[src/rtl/md_sequencer_pkg.sv]
// Shared state encodings and HI/LO source select codes for the multiply/divide sequencer.
// Used by md_sequencer, whose fast divide-by-zero path is enabled by MD_DIVZERO_FAST_EN.
package md_sequencer_pkg;

  typedef enum logic [1:0] {
    MD_IDLE = 2'b00,
    MD_MUL  = 2'b01,
    MD_DIV  = 2'b10,
    MD_DONE = 2'b11
  } md_state_e;

  localparam int MD_DIV_CYCLES = 32;

  // DataToHI/DataToLO select codes seen by the datapath
  localparam logic [1:0] MD_SRC_ALU = 2'b00;
  localparam logic [1:0] MD_SRC_MUL = 2'b01;
  localparam logic [1:0] MD_SRC_DIV = 2'b10;

endpackage

[src/rtl/md_sequencer_div_core.sv]
// Restoring-divider datapath (div_core): one quotient bit per step, sign fix-up on finish.
// Behaviour is independent of MD_DIVZERO_FAST_EN; a zero divisor simply yields all-ones quotient bits.
module md_sequencer_div_core #(
  parameter int WIDTH = 32
) (
  input  logic             clk,
  input  logic             resetn,
  input  logic             load_i,
  input  logic             step_i,
  input  logic             finish_i,
  input  logic             sign_i,
  input  logic [WIDTH-1:0] dividend_i,
  input  logic [WIDTH-1:0] divisor_i,
  output logic [WIDTH-1:0] quot_o,
  output logic [WIDTH-1:0] rem_o
);

  logic [WIDTH-1:0] dvd_q, dvs_q, rem_q;
  logic             negq_q, negr_q;
  logic [WIDTH-1:0] dvd_mag, dvs_mag;
  logic [WIDTH:0]   rem_shift, trial;
  logic             qbit;
  logic [WIDTH-1:0] rem_next, quot_next;

  assign dvd_mag = (sign_i && dividend_i[WIDTH-1]) ? -dividend_i : dividend_i;
  assign dvs_mag = (sign_i && divisor_i[WIDTH-1])  ? -divisor_i  : divisor_i;

  // The dividend register doubles as the quotient shift register: dividend bits
  // leave at the top while quotient bits enter at the bottom.
  assign rem_shift = {rem_q, dvd_q[WIDTH-1]};
  assign trial     = rem_shift - {1'b0, dvs_q};
  assign qbit      = ~trial[WIDTH];
  assign rem_next  = qbit ? trial[WIDTH-1:0] : rem_shift[WIDTH-1:0];
  assign quot_next = {dvd_q[WIDTH-2:0], qbit};

  assign quot_o = finish_i ? (negq_q ? -quot_next : quot_next) : '0;
  assign rem_o  = finish_i ? (negr_q ? -rem_next  : rem_next)  : '0;

  always_ff @(posedge clk or negedge resetn) begin
    if (!resetn) begin
      dvd_q  <= '0;
      dvs_q  <= '0;
      rem_q  <= '0;
      negq_q <= 1'b0;
      negr_q <= 1'b0;
    end else if (load_i) begin
      dvd_q  <= dvd_mag;
      dvs_q  <= dvs_mag;
      rem_q  <= '0;
      negq_q <= sign_i & (dividend_i[WIDTH-1] ^ divisor_i[WIDTH-1]);
      negr_q <= sign_i & dividend_i[WIDTH-1];
    end else if (step_i) begin
      dvd_q <= quot_next;
      rem_q <= rem_next;
    end
  end

endmodule

[src/rtl/md_sequencer.sv]
// EX-stage multiply/divide sequencer: stalls the pipe while busy, pulses ready_o with {hi_o, lo_o}.
// Define MD_DIVZERO_FAST_EN to finish a zero-divisor divide in one cycle with HI = LO = 0.
module md_sequencer
  import md_sequencer_pkg::*;
#(
  parameter int DIV_CYCLES = MD_DIV_CYCLES,
  parameter int WIDTH      = 32
) (
  input  logic             clk,
  input  logic             resetn,
  input  logic             start_div,
  input  logic             start_mult,
  input  logic             sign,
  input  logic             annul,
  input  logic [WIDTH-1:0] opdata1,
  input  logic [WIDTH-1:0] opdata2,
  output logic [WIDTH-1:0] hi_o,
  output logic [WIDTH-1:0] lo_o,
  output logic             ready_o,
  output logic             stall_o
);

  localparam int CW = $clog2(DIV_CYCLES);
  localparam logic [CW-1:0] CNT_LAST = CW'(DIV_CYCLES - 1);

  md_state_e        state_q, state_d;
  logic [CW-1:0]    cnt_q, cnt_d;
  logic [WIDTH-1:0] a_q, b_q, hi_q, lo_q;
  logic             sign_q;
  logic             mul_load, mul_wr, div_load, div_step, div_finish, zero_wr;
  logic [2*WIDTH-1:0] a_ext, b_ext, product;
  logic [WIDTH-1:0] div_quot, div_rem;

  md_sequencer_div_core #(.WIDTH(WIDTH)) u_div_core (
    .clk        (clk),
    .resetn     (resetn),
    .load_i     (div_load),
    .step_i     (div_step),
    .finish_i   (div_finish),
    .sign_i     (sign),
    .dividend_i (opdata1),
    .divisor_i  (opdata2),
    .quot_o     (div_quot),
    .rem_o      (div_rem)
  );

  // Sign-extend to full product width so one unsigned multiply serves MULT and MULTU.
  assign a_ext   = sign_q ? {{WIDTH{a_q[WIDTH-1]}}, a_q} : {{WIDTH{1'b0}}, a_q};
  assign b_ext   = sign_q ? {{WIDTH{b_q[WIDTH-1]}}, b_q} : {{WIDTH{1'b0}}, b_q};
  assign product = a_ext * b_ext;

  always_comb begin
    state_d    = state_q;
    cnt_d      = cnt_q;
    mul_load   = 1'b0;
    mul_wr     = 1'b0;
    div_load   = 1'b0;
    div_step   = 1'b0;
    div_finish = 1'b0;
    zero_wr    = 1'b0;
    unique case (state_q)
      MD_IDLE: begin
        if (!annul) begin
          if (start_div) begin
`ifdef MD_DIVZERO_FAST_EN
            if (opdata2 == '0) begin
              zero_wr = 1'b1;
              state_d = MD_DONE;
            end else begin
              div_load = 1'b1;
              cnt_d    = '0;
              state_d  = MD_DIV;
            end
`else
            div_load = 1'b1;
            cnt_d    = '0;
            state_d  = MD_DIV;
`endif
          end else if (start_mult) begin
            mul_load = 1'b1;
            state_d  = MD_MUL;
          end
        end
      end
      MD_MUL: begin
        if (annul) begin
          state_d = MD_IDLE;
        end else begin
          mul_wr  = 1'b1;
          state_d = MD_DONE;
        end
      end
      MD_DIV: begin
        if (annul) begin
          cnt_d   = '0;
          state_d = MD_IDLE;
        end else begin
          div_step = 1'b1;
          if (cnt_q == CNT_LAST) begin
            div_finish = 1'b1;
            cnt_d      = '0;
            state_d    = MD_DONE;
          end else begin
            cnt_d = cnt_q + 1'b1;
          end
        end
      end
      MD_DONE: state_d = MD_IDLE;
      default: state_d = MD_IDLE;
    endcase
  end

  always_ff @(posedge clk or negedge resetn) begin
    if (!resetn) begin
      state_q <= MD_IDLE;
      cnt_q   <= '0;
      a_q     <= '0;
      b_q     <= '0;
      sign_q  <= 1'b0;
      hi_q    <= '0;
      lo_q    <= '0;
    end else begin
      state_q <= state_d;
      cnt_q   <= cnt_d;
      if (mul_load) begin
        a_q    <= opdata1;
        b_q    <= opdata2;
        sign_q <= sign;
      end
      if (mul_wr) begin
        hi_q <= product[2*WIDTH-1:WIDTH];
        lo_q <= product[WIDTH-1:0];
      end else if (div_finish) begin
        hi_q <= div_rem;
        lo_q <= div_quot;
      end else if (zero_wr) begin
        hi_q <= '0;
        lo_q <= '0;
      end
    end
  end

  assign hi_o    = hi_q;
  assign lo_o    = lo_q;
  assign ready_o = (state_q == MD_DONE) && !annul;
  assign stall_o = ((state_q == MD_IDLE && (start_div || start_mult)) ||
                    state_q == MD_MUL || state_q == MD_DIV) && !annul;

endmodule

[config.mk]
export PLATFORM = sky130hd
export DESIGN_NAME = md_sequencer
export DESIGN_NICKNAME = d
export VERILOG_FILES = /design/src/rtl/md_sequencer_pkg.sv /design/src/rtl/md_sequencer_div_core.sv /design/src/rtl/md_sequencer.sv
export SDC_FILE = /design/constraint.sdc
export NUM_CORES = 2
export LEC_CHECK = 0
export ABC_AREA = 0
export CORE_MARGIN = 8
export CORE_UTILIZATION = 30
export CTS_BUF_LIST = sky130_fd_sc_hd__clkbuf_4
export DETAILED_ROUTE_END_ITERATION = 10
export DONT_BUFFER_PORTS = 1
export GPL_ROUTABILITY_DRIVEN = 0
export GPL_TIMING_DRIVEN = 0
export PLACE_DENSITY = 0.46
export SLEW_MARGIN = 40
export SYNTH_ARGS = -nofsm -noshare
export SYNTH_HDL_FRONTEND = slang
export SYNTH_SLANG_ARGS = --single-unit
[constraint.sdc]
create_clock -name clk -period 9.15 [get_ports clk]
set_clock_uncertainty 0.1 [all_clocks]
set_input_delay 1.83 -clock clk [delete_from_list [all_inputs] [get_ports clk]]
set_output_delay 1.83 -clock clk [all_outputs]
set_load 0.02 [all_outputs]
* After elaboration in Yosys (flattened, before gate mapping) *
Cells that the tools add are included.

word-level totals
  register bits after elaboration = 234
  bits of input ports = 70
  output and inout bits = 66
  logic and storage cells = 86

operators by class
  $add $sub $neg = 6
  $mul = 1
  eq/ne operators = 8
  multiplexer cells = 40
  bitwise gates (word level) = 4
  reduce and logical (&&, ||, !) cells = 15

operators by type and width
  cell                                            number
  two-way mux 32 bit                              13
  two-way mux 64 bit                              2
  negation 32 bit                                 4
  multiplier 64 x 64 -> 64 bit                    1
  subtractor 33 x 32 -> 33 bit                    1
  two-way mux 5 bit                               4
  two-way mux 1 bit                               13
  two-way mux 2 bit                               6
  case mux 5 bit (2 select lines)                 1
  case mux 2 bit (4 select lines)                 1
  != test 3 bit (second input constant)           2
  AND reduction 3 bit                             2
  nonzero test 2 bit                              3
  adder 5 x 1 -> 5 bit (second input constant)    1
  == test 5 bit (second input constant)           1
  logical AND 1 bit                               5
  == test 2 bit (second input constant)           2
  != test 2 bit (second input constant)           2
  logical OR 1 bit                                3
  bitwise AND 1 bit                               2
  == test 2 x 1 -> 1 bit (second input constant)  1
  logical NOT 2 bit                               1
  logical NOT 1 bit                               1
  NOT 1 bit                                       1
  XOR 1 bit                                       1

* Depth between registers and ports, before layout *
  depth after elaboration = 6
  depth in mapped cells = 37
  gate-level depth less buffers = 34

* Modules after synthesis *
Synthesis repeated with hierarchy kept, for this count alone.

unflattened totals
  cell total of the unflattened synthesis = 6927
  area, all modules = 63802.4 µm²

by module, submodules not included
  module                 times used  cells an instance  area each (µm²)  sequential area each (µm²)
  md_sequencer           1           5607               53814.1          3403.3
  md_sequencer_div_core  1           1320               9988.3           2452.4

* Least setup slack after synthesis *
Ideal clock, no wire load.

  path kind = register to register
  start = register a_q[31]
  end = register hi_q[31], in the netlist hi_o[31]
  library setup time = 0.125 ns
  data arrival time = 9.150 ns
  data required time = 8.925 ns
  path slack = -0.225 ns
  stages on the path, launching flop included = 35
  path buffers = 3
  clock period less this slack = 9.375 ns
  path through = dfrtp_1 -> and2_1 -> clkbuf_1 -> clkbuf_1 -> nand2_1 -> inv_1 -> fa_1 -> inv_1 -> fa_1 -> inv_1 -> fa_1 -> inv_1 -> fa_1 -> inv_1 -> fa_1 -> fa_1 -> fa_1 -> fa_1 -> fa_1 -> inv_1 -> fa_1 -> inv_1 -> ha_1 -> clkbuf_1 -> nand3_1 -> or4_1 -> nor3_1 -> o211ai_1 -> a31oi_1 -> o31a_1 -> o221ai_1 -> xnor2_1 -> nor2_1 -> a31oi_1 -> o21ai_1

on the way
  longest elaborated chain between the ends = 3

RTL lines
  item                          RTL line             text
  start, declared               md_sequencer.sv:28   logic [WIDTH-1:0] a_q, b_q, hi_q, lo_q;
  start signal, assigned        md_sequencer.sv:126  a_q <= opdata1;
  two-way mux 64 bit            md_sequencer.sv:48   assign a_ext = sign_q ? {{WIDTH{a_q[WIDTH-1]}}, a_q} : {{WIDTH{1'b0}}, a_q};
  multiplier 64 x 64 -> 64 bit  md_sequencer.sv:50   assign product = a_ext * b_ext;
  two-way mux 32 bit            md_sequencer.sv:130  if (mul_wr) begin
  end signal, assigned          md_sequencer.sv:131  hi_q <= product[2*WIDTH-1:WIDTH];
  end signal, assigned          md_sequencer.sv:134  hi_q <= div_rem;
  end, declared                 md_sequencer.sv:28

Every way passes these cells.
A chain may end at the register's enable or synchronous reset.

* Final worst setup path *
Same ends and word-level chain as after synthesis.

==> results.toml <==
[run_status]
outcome = "complete, but fails checks"
violations = "setup timing"

[cts]
tritoncts_num_sinks = 234
ctsHoldBuffers = 0
htree_num_levels = 3
clkTransAtPathRegs_ns = 0.08
cts_tree = "built"
clk_path_buf_depth = 3
clk_latency_ns = 0.92
cts.root.buffer_cell = "clkbuf_4"
number_of_clock_buffers_inserted_by_tritoncts = 68

[die]
chipHeight_um = 470
die_area_mm2 = 0.221
placeableCoreArea_mm2 = 0.205
effective_utilization_at_floorplan_pct = 30.2
die_wd_um = 470
num_rows = 166
io_pins = 136

[placed_design]
place_hpwl_mm = 221
worst_slack_at_placement_ns = -2.65
portbufs = 0
placed_cells = 9337
dpl_cell_area_mm2 = 0.0655

[finish]
final_design_area_no_fill_mm2 = 0.0699
final_layout_size_suffix_gt1_share_pct = 12.3
design.final.nets = 8664
layoutNonFillerInstCount = 9580
n_fill_cell = 21200
area_growth_syn_to_layout_pct = 12.9

[drt]
post_drt_via_cell_ratio = 4.98
first_iter_violations = 4143
number_of_detailed_routing_iterations_run_before_antenna_repair = 8
length_of_routed_wiring_on_met1_mm = 106
dr.max_layer_used = "met5"
met2RoutedLength_mm = 116
finalWirelength_mm = 259
drt-wirelength-per-cell_um = 27.0
detailroute.via_count = 47700
post-route-drc-count = 0
dr_wl_met3_mm = 24.1
drtAntennaViolNets = 0

[timing]
timing.final.crit_period_ns = 9.49
maxSlewViolCount = 0
worst_hold_slack_ns = 0.375
setup-violations-final = 10
maxClockFrequency_mhz = 105
min_period_over_period_pct = 104
final.setup.worst_slack_ns = -0.342
maxSlewHeadroom_pct = 36.7
finalHoldViolations = 0
slew_worst_pin_ns = 0.941
rsz0062_at_grt = "yes"

[grt]
grt_antenna_before_repair = 31
wire_length_of_the_first_global_routing_pass_mm = 368
total_global_routing_overflow = 0
groute.usage.overall_pct = 22.9
maximum_number_of_pins_on_one_net_before_global_route_repair = 235
first_global_vias = 50700

[flow_run]
cap_violations = 0

[setup_path]
worst_r2r_path_depth = 31
crit_path_end_kind = "flop"
arrival_worst_endpoint_ns = 10.10
critical_path.max_fanout = 7
worst_setup_path_start_kind = "flop"
critPathKind = "flop to flop"
cp_slowest_cell = "fa_2"
r2r_start = "a_q[31]$_DFFE_PN0P_"
r2r_slack_ns = -0.34
worst_ep_required_time_ns = 9.75
capture_point_of_the_worst_reg_to_reg_path = "hi_o[31]$_DFFE_PN0P_"
worst_path_largest_cell_delay_ns = 0.63

[synthesis]
synthFlopType = "dfrtp_1"
synth.ff_latch_count = 234
yosys.area.top_type_share_pct = 46.0
synth.cell_area_mm2 = 0.0619
synth_enable_flop_cells = 0
synthArstFlopShare_pct = 100
synth_net_count = 8482
yosysMostFrequentCell = "inv_1"
synth.top_cells.by_area = "fa_1, inv_1, dfrtp_1"
synth_cell_types = 79
syn-mean-instance-area_um2 = 9.31
yosysSeqAreaShare_pct = 9.47
most_frequent_cells_after_synthesis = "inv_1, fa_1, nand2_1, and2_1, ha_1"
number_of_instances_in_the_synthesized_netlist = 6642
yosys_warnings = 0
synthDominantAreaCellType = "fa_1"

[hold_path]
worst_hold_path.num_cells = 2
hold_path_startpoint = "u_div_core.dvs_q[6]$_DFFE_PN0P_"
min_to = "u_div_core.dvs_q[6]$_DFFE_PN0P_"
timing.hold.worst.class = "flop to flop"
per-layer routing:
layer  vias up  track usage [%]
met3       486             5.66
met1     24900             29.6
met5         -                0
met4         8             9.73
met2      2029             36.5
li1      20300                -
critical path, delay by kind of cell, from the launching register on:
| kind | cells | cell delay [ns] |
|---|---|---|
| buffers and inverters | 7 | 0.78 |
| AND/OR/NAND/NOR | 6 | 1.29 |
| AO/OA/AOI/OAI | 6 | 0.90 |
| XOR/XNOR | 1 | 0.22 |
| flip-flops | 1 | 0.48 |
| adder cells (fa/ha/maj) | 11 | 5.50 |
metrics by stage:
step | setup TNS [ns] | utilization, %
2_1_floorplan | 0 | -
3_3_place_gp | -72.32 | 31.9
3_5_place_dp | -50.57 | 32.0
4_1_cts | -1.39 | 33.5
5_1_grt | -4.28 | 34.1
6_report | -1.34 | 34.1
cell type report:
| type | instances | area [um^2] | area share (%) |
|---|---|---|---|
| plain buffers | 298 | 2350 | 3.37 |
| diodes | 19 | 47.5 | 0.0680 |
| inverters | 1583 | 5960 | 8.54 |
| clock inverters | 23 | 139 | 0.199 |
| clock buffers | 96 | 721 | 1.03 |
| flip-flops and latches | 234 | 5980 | 8.55 |
| repair buffers | 137 | 1230 | 1.76 |
| well taps | 2688 | 3360 | 4.81 |
| multi-input cells | 4502 | 50100 | 71.7 |
how the worst max path moves through the flow:
stage	from	end	slack [ns]	cells after the start
finish	a_q[31]$_DFFE_PN0P_	hi_o[31]$_DFFE_PN0P_	-0.34	31
global route	a_q[31]$_DFFE_PN0P_	hi_o[31]$_DFFE_PN0P_	-0.61	33
CTS	a_q[21]$_DFFE_PN0P_	hi_o[29]$_DFFE_PN0P_	-0.36	35
detailed placement	a_q[31]$_DFFE_PN0P_	hi_o[31]$_DFFE_PN0P_	-2.65	32
global placement	a_q[9]$_DFFE_PN0P_	hi_o[16]$_DFFE_PN0P_	-2.76	32
floorplan	a_q[31]$_DFFE_PN0P_	hi_o[31]$_DFFE_PN0P_	0.008	34
kinds of logic after synthesis:
family | Yosys count | synth area share [%]
compound gates | 716 | 7.25
simple gates | 1661 | 13.3
buf+inv | 1906 | 11.6
xor+xnor | 261 | 3.70
flops | 234 | 9.47
mux | 91 | 1.61
fa+ha+maj | 1773 | 53.1
timing repair:
item / CTS / global route
resized for setup: 554 / 268
pin swaps: 83 / 115
endpoints found under the setup margin: 39 / 26
cloned: 0 / 1
setup buffers: 67 / 62
state kept, by name, indices dropped and copies added (netlist names):
name	cells
a_q	32
b_q	32
hi_o	32
lo_o	32
u_div_core.dvd_q	32
u_div_core.dvs_q	32
u_div_core.rem_q	32
cnt_q	5
state_q	2
sign_q	1
u_div_core.negq_q	1
u_div_core.negr_q	1
cell usage in the layout (no fill, tap or decap), types with 18 or more instances in the layout:
cell / n
clkbuf_4: 129
xor2_1: 98
xnor2_1: 151
nand2b_1: 24
inv_1: 1541
a31oi_1: 20
diode_2: 19
dfrtp_1: 181
nor2_1: 137
buf_6: 23
clkbuf_1: 80
nand2_1: 704
o21a_1: 22
o31ai_1: 25
a22oi_1: 30
inv_2: 33
a211oi_1: 25
a21oi_1: 131
nor3_1: 20
o211ai_1: 33
o21ai_0: 218
and2_1: 571
or4_1: 18
buf_4: 139
dfrtp_2: 31
fa_1: 1361
a21o_1: 53
clkbuf_2: 61
mux2i_1: 23
fa_2: 59
ha_1: 317
and3_1: 25
mux2_2: 68
dfrtp_4: 22
nand3_1: 29
clkbuf_8: 42
ha_4: 20
Power is not shown: default switching activity piles up to over one toggle a cycle in this logic, so the estimate is an artifact.
